<file path="src/rtl/instr_fetch_queue.sv">
// Instruction fetch queue: issues reads to a synchronous instruction memory
// at the current PC and buffers the returned words, with their PCs, for
// decode over a valid/ready handshake. pc_advance tells the next-PC logic
// when a fetch was issued. flush discards everything queued or in flight.
module instr_fetch_queue #(
    parameter int ADDR_W  = 11,
    parameter int INSTR_W = 32,
    parameter int DEPTH   = 2
) (
    input  logic               clk,
    input  logic               rst,
    input  logic [ADDR_W-1:0]  pc_addr,
    output logic               pc_advance,
    output logic               imem_en,
    output logic [ADDR_W-1:0]  imem_addr,
    input  logic [INSTR_W-1:0] imem_rdata,
    input  logic               flush,
    output logic               instr_valid,
    output logic [INSTR_W-1:0] instr,
    output logic [ADDR_W-1:0]  instr_pc,
    input  logic               instr_ready
);

    localparam int PTR_W = $clog2(DEPTH);
    localparam int CNT_W = $clog2(DEPTH + 1);
    localparam int OCC_W = CNT_W + 1;

    // Queue geometry sanity: pointer wrap relies on a power-of-two depth.
    if (DEPTH < 2 || (DEPTH & (DEPTH - 1)) != 0) begin : g_bad_depth
        $error("instr_fetch_queue: DEPTH must be a power of 2 and at least 2");
    end

    logic [INSTR_W-1:0] q_instr [DEPTH];
    logic [ADDR_W-1:0]  q_pc    [DEPTH];
    logic [PTR_W-1:0]   rd_ptr;
    logic [PTR_W-1:0]   wr_ptr;
    logic [CNT_W-1:0]   count;
    logic               inflight;
    logic [ADDR_W-1:0]  inflight_pc;

    logic               pop;
    logic               push;
    logic               issue;
    logic [OCC_W-1:0]   occupancy;

    assign instr_valid = (count != '0);
    assign pop         = instr_valid & instr_ready & ~flush;
    // A response returning during a flush belongs to the old path and is dropped.
    assign push        = inflight & ~flush;

    // Occupancy seen by the next issue: queued entries plus the pending
    // return, minus the entry leaving this cycle. pop implies count >= 1,
    // so this never underflows.
    assign occupancy = OCC_W'(count) + OCC_W'(inflight) - OCC_W'(pop);
    assign issue     = ~flush & (occupancy < OCC_W'(DEPTH));

    assign imem_en    = issue;
    assign pc_advance = issue;
    assign imem_addr  = pc_addr;

    // Head of queue comes straight from storage registers.
    assign instr    = q_instr[rd_ptr];
    assign instr_pc = q_pc[rd_ptr];

    // Control state: pointers, occupancy count and the in-flight tracker.
    always_ff @(posedge clk or posedge rst) begin
        // NOTE: sequential state uses non-blocking (<=) so every register
        // samples pre-edge values regardless of statement order.
        if (rst) begin
            count       <= '0;
            rd_ptr      <= '0;
            wr_ptr      <= '0;
            inflight    <= 1'b0;
            inflight_pc <= '0;
        end else begin
            inflight <= issue;
            if (issue) begin
                inflight_pc <= pc_addr;
            end

            if (push) begin
                wr_ptr <= wr_ptr + PTR_W'(1);
            end

            if (flush) begin
                count  <= '0;
                rd_ptr <= wr_ptr;
            end else begin
                if (pop) begin
                    rd_ptr <= rd_ptr + PTR_W'(1);
                end
                case ({push, pop})
                    2'b10:   count <= count + CNT_W'(1);
                    2'b01:   count <= count - CNT_W'(1);
                    default: count <= count;
                endcase
            end
        end
    end

    // Entry storage: returned word and its PC written at wr_ptr.
    always_ff @(posedge clk or posedge rst) begin
        // NOTE: the entries are reset so instr/instr_pc read as zero after
        // reset; this is a small register array, not a RAM macro.
        if (rst) begin
            for (int i = 0; i < DEPTH; i++) begin
                q_instr[i] <= '0;
                q_pc[i]    <= '0;
            end
        end else if (push) begin
            q_instr[wr_ptr] <= imem_rdata;
            q_pc[wr_ptr]    <= inflight_pc;
        end
    end

`ifndef SYNTHESIS
    // A return into a full queue would overwrite the head; the issue rule
    // must make this unreachable.
    a_no_overflow : assert property (@(posedge clk) disable iff (rst)
        !(push && !pop && (count == CNT_W'(DEPTH))));
`endif

endmodule

</file>
<file path="config.mk">
export PLATFORM = sky130hd
export DESIGN_NAME = instr_fetch_queue
export DESIGN_NICKNAME = d
export VERILOG_FILES = /design/src/rtl/instr_fetch_queue.sv
export SDC_FILE = /design/constraint.sdc
export NUM_CORES = 1
export LEC_CHECK = 0
export ABC_AREA = 1
export ABC_CLOCK_PERIOD_IN_PS = 2700
export CORE_ASPECT_RATIO = 0.5
export CORE_MARGIN = 2
export CORE_UTILIZATION = 57
export DETAILED_ROUTE_END_ITERATION = 10
export DONT_BUFFER_PORTS = 1
export PLACE_DENSITY_LB_ADDON = 0.12
export SYNTH_ARGS = -nofsm -noshare
export SYNTH_HDL_FRONTEND = slang
export SYNTH_SLANG_ARGS = --single-unit
</file>
<file path="constraint.sdc">
create_clock -name clk -period 2.7 [get_ports clk]
set_input_delay 0.135 -clock clk [delete_from_list [all_inputs] [get_ports clk]]
set_output_delay 0.135 -clock clk [all_outputs]
set_load 0.03 [all_outputs]
</file>
==> Yosys cells after proc, flatten, opt, wreduce, memory -nomap -nowiden <==
Index checks and enable logic that the tools add are counted.
{ "word_totals": {"regBits": 102, "latch_bits": 0, "wordCells": 48, "input_bits": 47, "mem_bits_ro": 0, "n_memories": 0, "mem_bits_rw": 0, "out_inout_bits": 57} }
{ "classes": {"n_reduce_logical": 4, "n_mul": 0, "n_lt_le_gt_ge": 4, "n_shift": 0, "muxes": 16, "eq_ne": 2, "div_mod_pow": 0, "bitwise": 7, "add_sub_neg": 6} }
{ "ops": {"columns": ["op", "count"], "rows": [
  ["2-to-1 mux 32 bit", 4],
  ["bitwise mux 64 bit", 1],
  ["2-to-1 mux 11 bit", 4],
  ["demux 32 bit (select 1 bit)", 1],
  ["bitwise mux 22 bit", 1],
  ["demux 11 bit (select 1 bit)", 1],
  ["bitwise AND 1 bit", 4],
  [">= comparator 2 bit, second input constant", 2],
  ["NOT 1 -> 2 bit", 2],
  ["one-hot mux 2 bit (2 select lines)", 1],
  ["nonzero test 2 bit", 2],
  ["adder 2 x 1 -> 3 bit", 1],
  ["less-than comparator 3 x 2 -> 1 bit, second input constant", 1],
  ["nonzero test 3 bit", 1],
  ["subtractor 3 x 1 -> 3 bit", 1],
  ["adder 1 bit, second input constant", 2],
  ["adder 2 x 1 -> 2 bit, second input constant", 1],
  ["equality test 2 x 1 -> 1 bit, second input constant", 1],
  ["equality test 2 bit, second input constant", 1],
  ["less-than comparator 2 x 1 -> 1 bit, second input constant", 1],
  ["2-to-1 mux 1 bit", 2],
  ["2-to-1 mux 2 bit", 1],
  ["subtractor 2 x 1 -> 2 bit, second input constant", 1],
  ["logical AND 1 bit", 1],
  ["NOT 1 bit", 1]
]} }

==> Longest topological paths before layout <==
Gate-level depths: netlist (run 1).
{ "logic_depth": {"depth_word": 6, "ltp_mapped": 12} }

==> Worst setup path after synthesis (run 1) <==
OpenSTA, ideal clock, no wires.
{ "synth_path": {"path_kind": "flip-flop to output port", "start": "register count[1]", "end": "output port pc_advance", "path_stages_with_launch": 10, "slack_ns": 0.010, "t_arrival_ns": 2.555, "path_cell_list": "dfrtp_1 nor2_1 nor3_1 ha_1 or2_2 fa_1 nand3_1 inv_1 clkbuf_1 buf_4"} }
{ "synth_between": {"elab_chain_len": 6, "word_cells_on_any_way": 7, "cone_classes": "2 x add/sub; 1 x order compare; 3 x bitwise; 1 x reduce/logical"} }
{ "synth_rtl": {"columns": ["element", "line", "rtl"], "rows": [
  ["start, declared", "37", "logic [CNT_W-1:0] count;"],
  ["start signal, assigned", "93", "2'b10: count <= count + CNT_W'(1);"],
  ["start signal, assigned", "94", "2'b01: count <= count - CNT_W'(1);"],
  ["start signal, assigned", "95", "default: count <= count;"],
  ["nonzero test 2 bit", "46", "assign instr_valid = (count != '0);"],
  ["bitwise AND 1 bit (2 in a row)", "47", "assign pop = instr_valid & instr_ready & ~flush;"],
  ["subtractor 3 x 1 -> 3 bit (*)", "54", "assign occupancy = OCC_W'(count) + OCC_W'(inflight) - OCC_W'(pop);"],
  ["less-than comparator 3 x 2 -> 1 bit (*)", "55", "assign issue = ~flush & (occupancy < OCC_W'(DEPTH));"],
  ["bitwise AND 1 bit (*)", "55", null],
  ["end, declared", "13", "output logic pc_advance,"]
]} }
Every way passes the cells marked *; elsewhere a longest branch is shown, timed or not.

==> Worst setup path in the final report (run 1) <==
{ "layout_path": {"start": "register count[1]", "end": "output port imem_en"} }
{ "layout_between": {"elab_chain_len": 6, "word_cells_on_any_way": 7, "cone_classes": "2 x add/sub; 1 x order compare; 3 x bitwise; 1 x reduce/logical"} }
{ "layout_rtl": {"columns": ["element", "line", "rtl"], "rows": [
  ["nonzero test 2 bit", "46", null],
  ["bitwise AND 1 bit (2 in a row)", "47", null],
  ["subtractor 3 x 1 -> 3 bit (*)", "54", null],
  ["less-than comparator 3 x 2 -> 1 bit (*)", "55", null],
  ["bitwise AND 1 bit (*)", "55", null],
  ["end, declared", "14", "output logic imem_en,"]
]} }
Marked as above.

==> results of run 1 <==
==> layout make-up <==
type | count | area (um^2)
clock inverters | 4 | 45.0
flip-flops and latches | 102 | 2550
fillers | 630 | 2200
inverters | 53 | 203
clock buffers | 12 | 256
repair buffers | 59 | 593
well taps | 108 | 135
multi-input cells | 356 | 1530
==> critical path, cell delays in order, from the launching register on <==
cell and delay [ps]:
dfrtp_2 440, nor2_1 140, nor3_2 60, ha_1 260
or2_2 310, fa_1 480, nand3_1 70, inv_1 90
buf_12 190
==> logic make-up (layout without fill, tap and decap cells) <==
group,after synthesis,after routing
compound gates,99,99
xor+xnor,1,1
fa+ha+maj,2,2
buf+inv,95,128
flops,102,102
simple gates,254,254
==> through the flow <==
| step | hold WS, ps | worst slack (ps) | power (mW) | utilization (%) |
|---|---|---|---|---|
| 3_3_place_gp | 209 | 416 | 5.19 | 60.7 |
| 6_report | 13.3 | 185 | 6.58 | 70.8 |
| 5_1_grt | 26.6 | 64.8 | 7.06 | 70.8 |
| 2_1_floorplan | 243 | 9.65 | 4.76 | - |
| 3_5_place_dp | 206 | 310 | 5.27 | 60.7 |
| 4_1_cts | 14.3 | 79.5 | 6.62 | 70.7 |
==> power breakdown <==
group	internal [mW]	switching, mW
clock	0.764	0.524
sequential	2.21	0.339
combinational	0.693	2.05
==> path summary, 6_finish.rpt <==
kind	startpoint	end	slack [ps]	cells after the start
worst max-delay path	count[1]	imem_en	190	8
worst min-delay path	flush	count[1]	10	3
worst max register to register	count[1]	inflight_pc[4]	400	12
worst min register to register	q_instr[8]	q_instr[8]	480	2
max in group asynchronous	rst	count[1]	1840	3
min in group asynchronous	rst	q_instr[47]	430	3
==> placed cells by master, fill, tap and decap left out, drive strengths merged, types with 2 or more instances in the layout <==
cell type / instances
dfrtp: 102
nand2: 242
nand3: 2
clkbuf: 12
nand4: 3
inv: 51
clkinv: 4
nor2: 4
or2: 2
o21ai: 98
dlygate4sd3: 45
buf: 14
==> layer usage <==
layer	share of wire (%)	track usage [%]	vias up
met5	0	0	-
met4	1.0	5.91	0
met3	5.8	7.15	11
met2	46	37.4	78
met1	47	30.9	1581
li1	-	-	1746
==> flip-flops by register name (all words and copies together) (netlist names) <==
name / flops
q_instr: 64
q_pc: 22
inflight_pc: 11
inflight: 1
count: 2
wr_ptr: 1
rd_ptr: 1
==> timing repair <==
item,CTS,global route
gates resized for setup,0,2
hold buffers,45,0
endpoints found under the hold margin,178,0
endpoints found under the setup margin,0,2
==> results.sh, run 1 <==
export IMPL_grt_pass1_vias=3234
export IMPL_drtIter0Drc=257
export IMPL_synthTopCellsByArea="dfrtp_1 (56%), nand2_1 (20%), o21ai_0 (7.5%)"
export IMPL_crit_required_ps=2570
export IMPL_synth_warnings=0
export IMPL_synth_edf_count=0
export IMPL_grt_start_max_net_pins=103
export IMPL_critPathLaunchType="flip-flop"
export IMPL_area_delta_synth_final_pct=17.5
export IMPL_layout_drive_gt1_share_pct=7.17
export IMPL_yosys_cell_types_count=24
export IMPL_cap_violations=0
export IMPL_wire_per_inst_um=13.6
export IMPL_h_tree_depth=3
export IMPL_placedCellCount=633
export IMPL_numCtsBuffers=9
export IMPL_drc=0
export IMPL_synth_top_family_by_area="simple AND/OR/NAND/NOR gates"
export IMPL_hpwl_um=5550
export IMPL_synth_mux_area_share_pct=0
export IMPL_clock_sinks=102
export IMPL_yosysMostFrequentCell="nand2_1"
export IMPL_antenna_found_initial=0
export IMPL_diodes=0
export IMPL_yosys_area_share_simple_pct=21.5
export IMPL_drtAntennaViolNets=0
export IMPL_syn_nets=602
export IMPL_worst_pin_slew_ps=789
export IMPL_async_flop_share_pct=100
export IMPL_final_area_mm2=0.00532
export IMPL_synth_cells=553
export IMPL_drt_wl_total_um=9460
export IMPL_fin_nets=630
export IMPL_pwr_density_cell_mw_per_mm2=1240
export IMPL_synth_top_area_share_pct=56.4
export IMPL_vias_per_cell=4.92
export IMPL_synth_area_leader_cell="dfrtp_1"
export IMPL_fp_dieArea_mm2=0.00871
export IMPL_worstHoldPathType="in -> reg"
export IMPL_final_cells=694
export IMPL_synth_compound_area_share_pct=11.3
export IMPL_final_hold_violation_count=0
export IMPL_timing_final_crit_share_pct=93.1
export IMPL_leakage_nw=2.78
export IMPL_clkTransAtPathRegs_ps=60
export IMPL_synth_fa_ha_area_share_pct=0.719
export IMPL_slew_violations=0
export IMPL_ctsRootBufferMaster="clkbuf_16"
export IMPL_syn_area_mm2=0.00453
export IMPL_synthFlopType="dfrtp_1"
export IMPL_fmax_mhz=398
export IMPL_post_cts_buffers=0
export IMPL_die_y_um=67.0
export IMPL_placed_area_mm2=0.00456
export IMPL_core_mm2=0.00751
export IMPL_rsz0062_at_grt="false"
export IMPL_synth_xor_area_share_pct=0.193
export IMPL_critPathArrivalTime_ps=2380
export IMPL_portBuffers=0
export IMPL_outcome="finished clean"
export IMPL_synth_ff_latch_count=102
export IMPL_synthTopCellsByCount="nand2_1 (242), dfrtp_1 (102), o21ai_0 (68)"
export IMPL_critPathKind="reg -> out"
export IMPL_cts_tree="yes"
export IMPL_vias=3416
export IMPL_fp_row_count=22
export IMPL_ir_drop_mv=0.577
export IMPL_finalSetupViolCount=0
export IMPL_ios=104
export IMPL_end_kind="output pin"
export IMPL_period_needed_ps=2510
export IMPL_grt_pass1_wl_um=15400
export IMPL_grt_overflow=0
export IMPL_relSlewSlack_pct=47.1
export IMPL_syn_area_per_cell_um2=8.19
export IMPL_clock_skew_final_ps=4.47
export IMPL_globalplace_congestion=0.725
export IMPL_grtUsageTotal_pct=23.2
export IMPL_ys_seq_area_share_pct=56.4
export IMPL_initial_core_util_pct=60.2
export IMPL_insertion_delay_ps=340
export IMPL_setup_tns_final_ps=0
export IMPL_dieWidth_um=130
export IMPL_drt_pass1_iter_count=5
export IMPL_cp_max_fo=25
export IMPL_clockBufferDepth=2
Note: power is estimated with default switching activity, not from simulation.
==> run 2: changes to the inputs <==
RECOVER_POWER = 25   (was default)
==> run 2 against run 1 <==
Sequential power about the same. Via count did not move. Register-to-register slack is essentially flat. Largest cell class unchanged. Utilization shrank 0.17 points. Combinational power about the same.
==> results.sh, run 2 (synthesis gave the netlist of run 1 again) <==
export IMPL_globalplace_congestion=0.725
export IMPL_wire_per_inst_um=13.7
export IMPL_rsz0062_at_grt="false"
export IMPL_placed_area_mm2=0.00456
export IMPL_critPathLaunchType="flip-flop"
export IMPL_grt_start_max_net_pins=103
export IMPL_clockBufferDepth=2
export IMPL_layout_common_cells="nand2_1 (241), dfrtp_1 (100), o21ai_0 (68), inv_1 (50), dlygate4sd3_1 (45)"
export IMPL_area_delta_synth_final_pct=17.2
export IMPL_crit_required_ps=2570
export IMPL_grt_pass1_wl_um=15400
export IMPL_largestRegisters="q_instr (64), q_pc (22), inflight_pc (11)"
export IMPL_p_total_mw=6.59
export IMPL_cp_num_buf_inv=2
export IMPL_drt_pass1_iter_count=4
export IMPL_pwr_density_cell_mw_per_mm2=1240
export IMPL_final_area_mm2=0.00531
export IMPL_grt_overflow=0
export IMPL_switching_power_mw=2.92
export IMPL_timing_final_crit_share_pct=93.2
export IMPL_regMostFlops="q_instr"
export IMPL_hpwl_um=5550
export IMPL_grtUsageTotal_pct=23.2
export IMPL_largest_reg_flops=64
export IMPL_drt_wl_total_um=9480
export IMPL_ios=104
export IMPL_clock_skew_final_ps=4.43
export IMPL_slew_violations=0
export IMPL_cp_slowest_stage_delay_ps=480
export IMPL_dieWidth_um=130
export IMPL_multi_input_comb_area_mm2=0.00153
export IMPL_fillers=632
export IMPL_vias=3416
export IMPL_antenna_found_initial=0
export IMPL_cap_violations=0
export IMPL_leakage_nw=2.77
export IMPL_portBuffers=0
export IMPL_layout_drive_gt1_share_pct=7.17
export IMPL_seq_area_mm2=0.00255
export IMPL_setup_slack_ps=184
export IMPL_final_util_pct=70.6
export IMPL_die_y_um=67.0
export IMPL_h_tree_depth=3
export IMPL_fp_row_count=22
export IMPL_period_needed_ps=2520
export IMPL_fmax_mhz=397
export IMPL_setup_tns_final_ps=0
export IMPL_crit_chain="nor2_1 -> nor3_2 -> ha_1 -> or2_2 -> fa_1 -> nand3_1 -> inv_1 -> buf_12"
export IMPL_diodes=0
export IMPL_cts_tree="yes"
export IMPL_cp_max_fo=25
export IMPL_intPower_mw=3.67
export IMPL_critPathKind="reg -> out"
export IMPL_outcome="finished clean"
export IMPL_numCtsBuffers=9
export IMPL_drc=0
export IMPL_power_frac_seq_pct=38.8
export IMPL_fin_nets=630
export IMPL_critPathArrivalTime_ps=2380
export IMPL_placedCellCount=633
export IMPL_switching_share_pct=44.3
export IMPL_crit_slowest_cell="fa_1"
export IMPL_finalSetupViolCount=0
export IMPL_fp_dieArea_mm2=0.00871
export IMPL_ctsRootBufferMaster="clkbuf_16"
export IMPL_worstHoldPathType="in -> reg"
export IMPL_final_hold_violation_count=0
export IMPL_insertion_delay_ps=340
export IMPL_core_mm2=0.00751
export IMPL_end_kind="output pin"
export IMPL_timing_hold_ws_ps=13.9
export IMPL_relSlewSlack_pct=8.66
export IMPL_p_comb_share_pct=41.6
export IMPL_clkTransAtPathRegs_ps=60
export IMPL_drtAntennaViolNets=0
export IMPL_grt_pass1_vias=3234
export IMPL_crit_family="adder cells"
export IMPL_final_cells=694
export IMPL_clockPowerShare_pct=19.6
export IMPL_drtIter0Drc=256
export IMPL_place_ws_ps=310
export IMPL_worst_pin_slew_ps=1370
export IMPL_clock_sinks=102
export IMPL_initial_core_util_pct=60.2
export IMPL_ir_drop_mv=0.578
export IMPL_vias_per_cell=4.92
export IMPL_final_common_cell="nand2_1"
run 2: worst register-to-register path, cell delays in order, from the launching register on:
cell and delay [ps]:
dfrtp_2 440, nor2_1 140, nor3_2 60, ha_1 260, or2_2 310, fa_1 390, nor2_1 110, nor2_1 50
nand3_1 50, inv_1 60, buf_12 170, nand2_1 70, o21ai_0 80
run 2: per-layer routing:
| layer | global-route usage [%] | routed length [um] |
|---|---|---|
| met1 | 30.9 | 4540 |
| met2 | 37.4 | 4280 |
| met3 | 7.15 | 556 |
| met4 | 5.91 | 99 |
| met5 | 0 | 0 |
run 2: worst paths after layout:
path | start | endpoint | slack (ps) | cells after the start
hold / removal | flush | count[1] | 10 | 3
setup reg to reg | count[1] | inflight_pc[4] | 390 | 12
setup / recovery | count[1] | imem_en | 180 | 8
max in group asynchronous | rst | count[1] | 960 | 3
min in group asynchronous | rst | q_instr[14] | 790 | 3
hold reg to reg | q_instr[8] | q_instr[8] | 480 | 2
run 2: repair_timing:
item | 4_1_cts | 5_1_grt
hold endpoints to repair | 178 | 0
endpoints found under the setup margin | 0 | 2
resized for setup | 0 | 2
buffers inserted | 0 | 0
hold buffers | 45 | 0
run 2: area by class of cell:
class                      instances  area share, %
sequential                       102           48.1
clock inverter                     4          0.849
multi-input combinational        356           28.9
timing repair buffer              59           10.9
inverter                          53           3.82
tap                              108           2.55
clock buffer                      12           4.83
run 2: power by group through the flow:
stage / combinational [mW] / clock, mW / sequential (mW)
2_1_floorplan: 2.27 / 0 / 2.49
3_5_place_dp: 2.70 / 0 / 2.57
5_1_grt: 3.05 / 1.38 / 2.63
3_3_place_gp: 2.65 / 0 / 2.53
4_1_cts: 2.76 / 1.32 / 2.55
6_report: 2.74 / 1.29 / 2.55
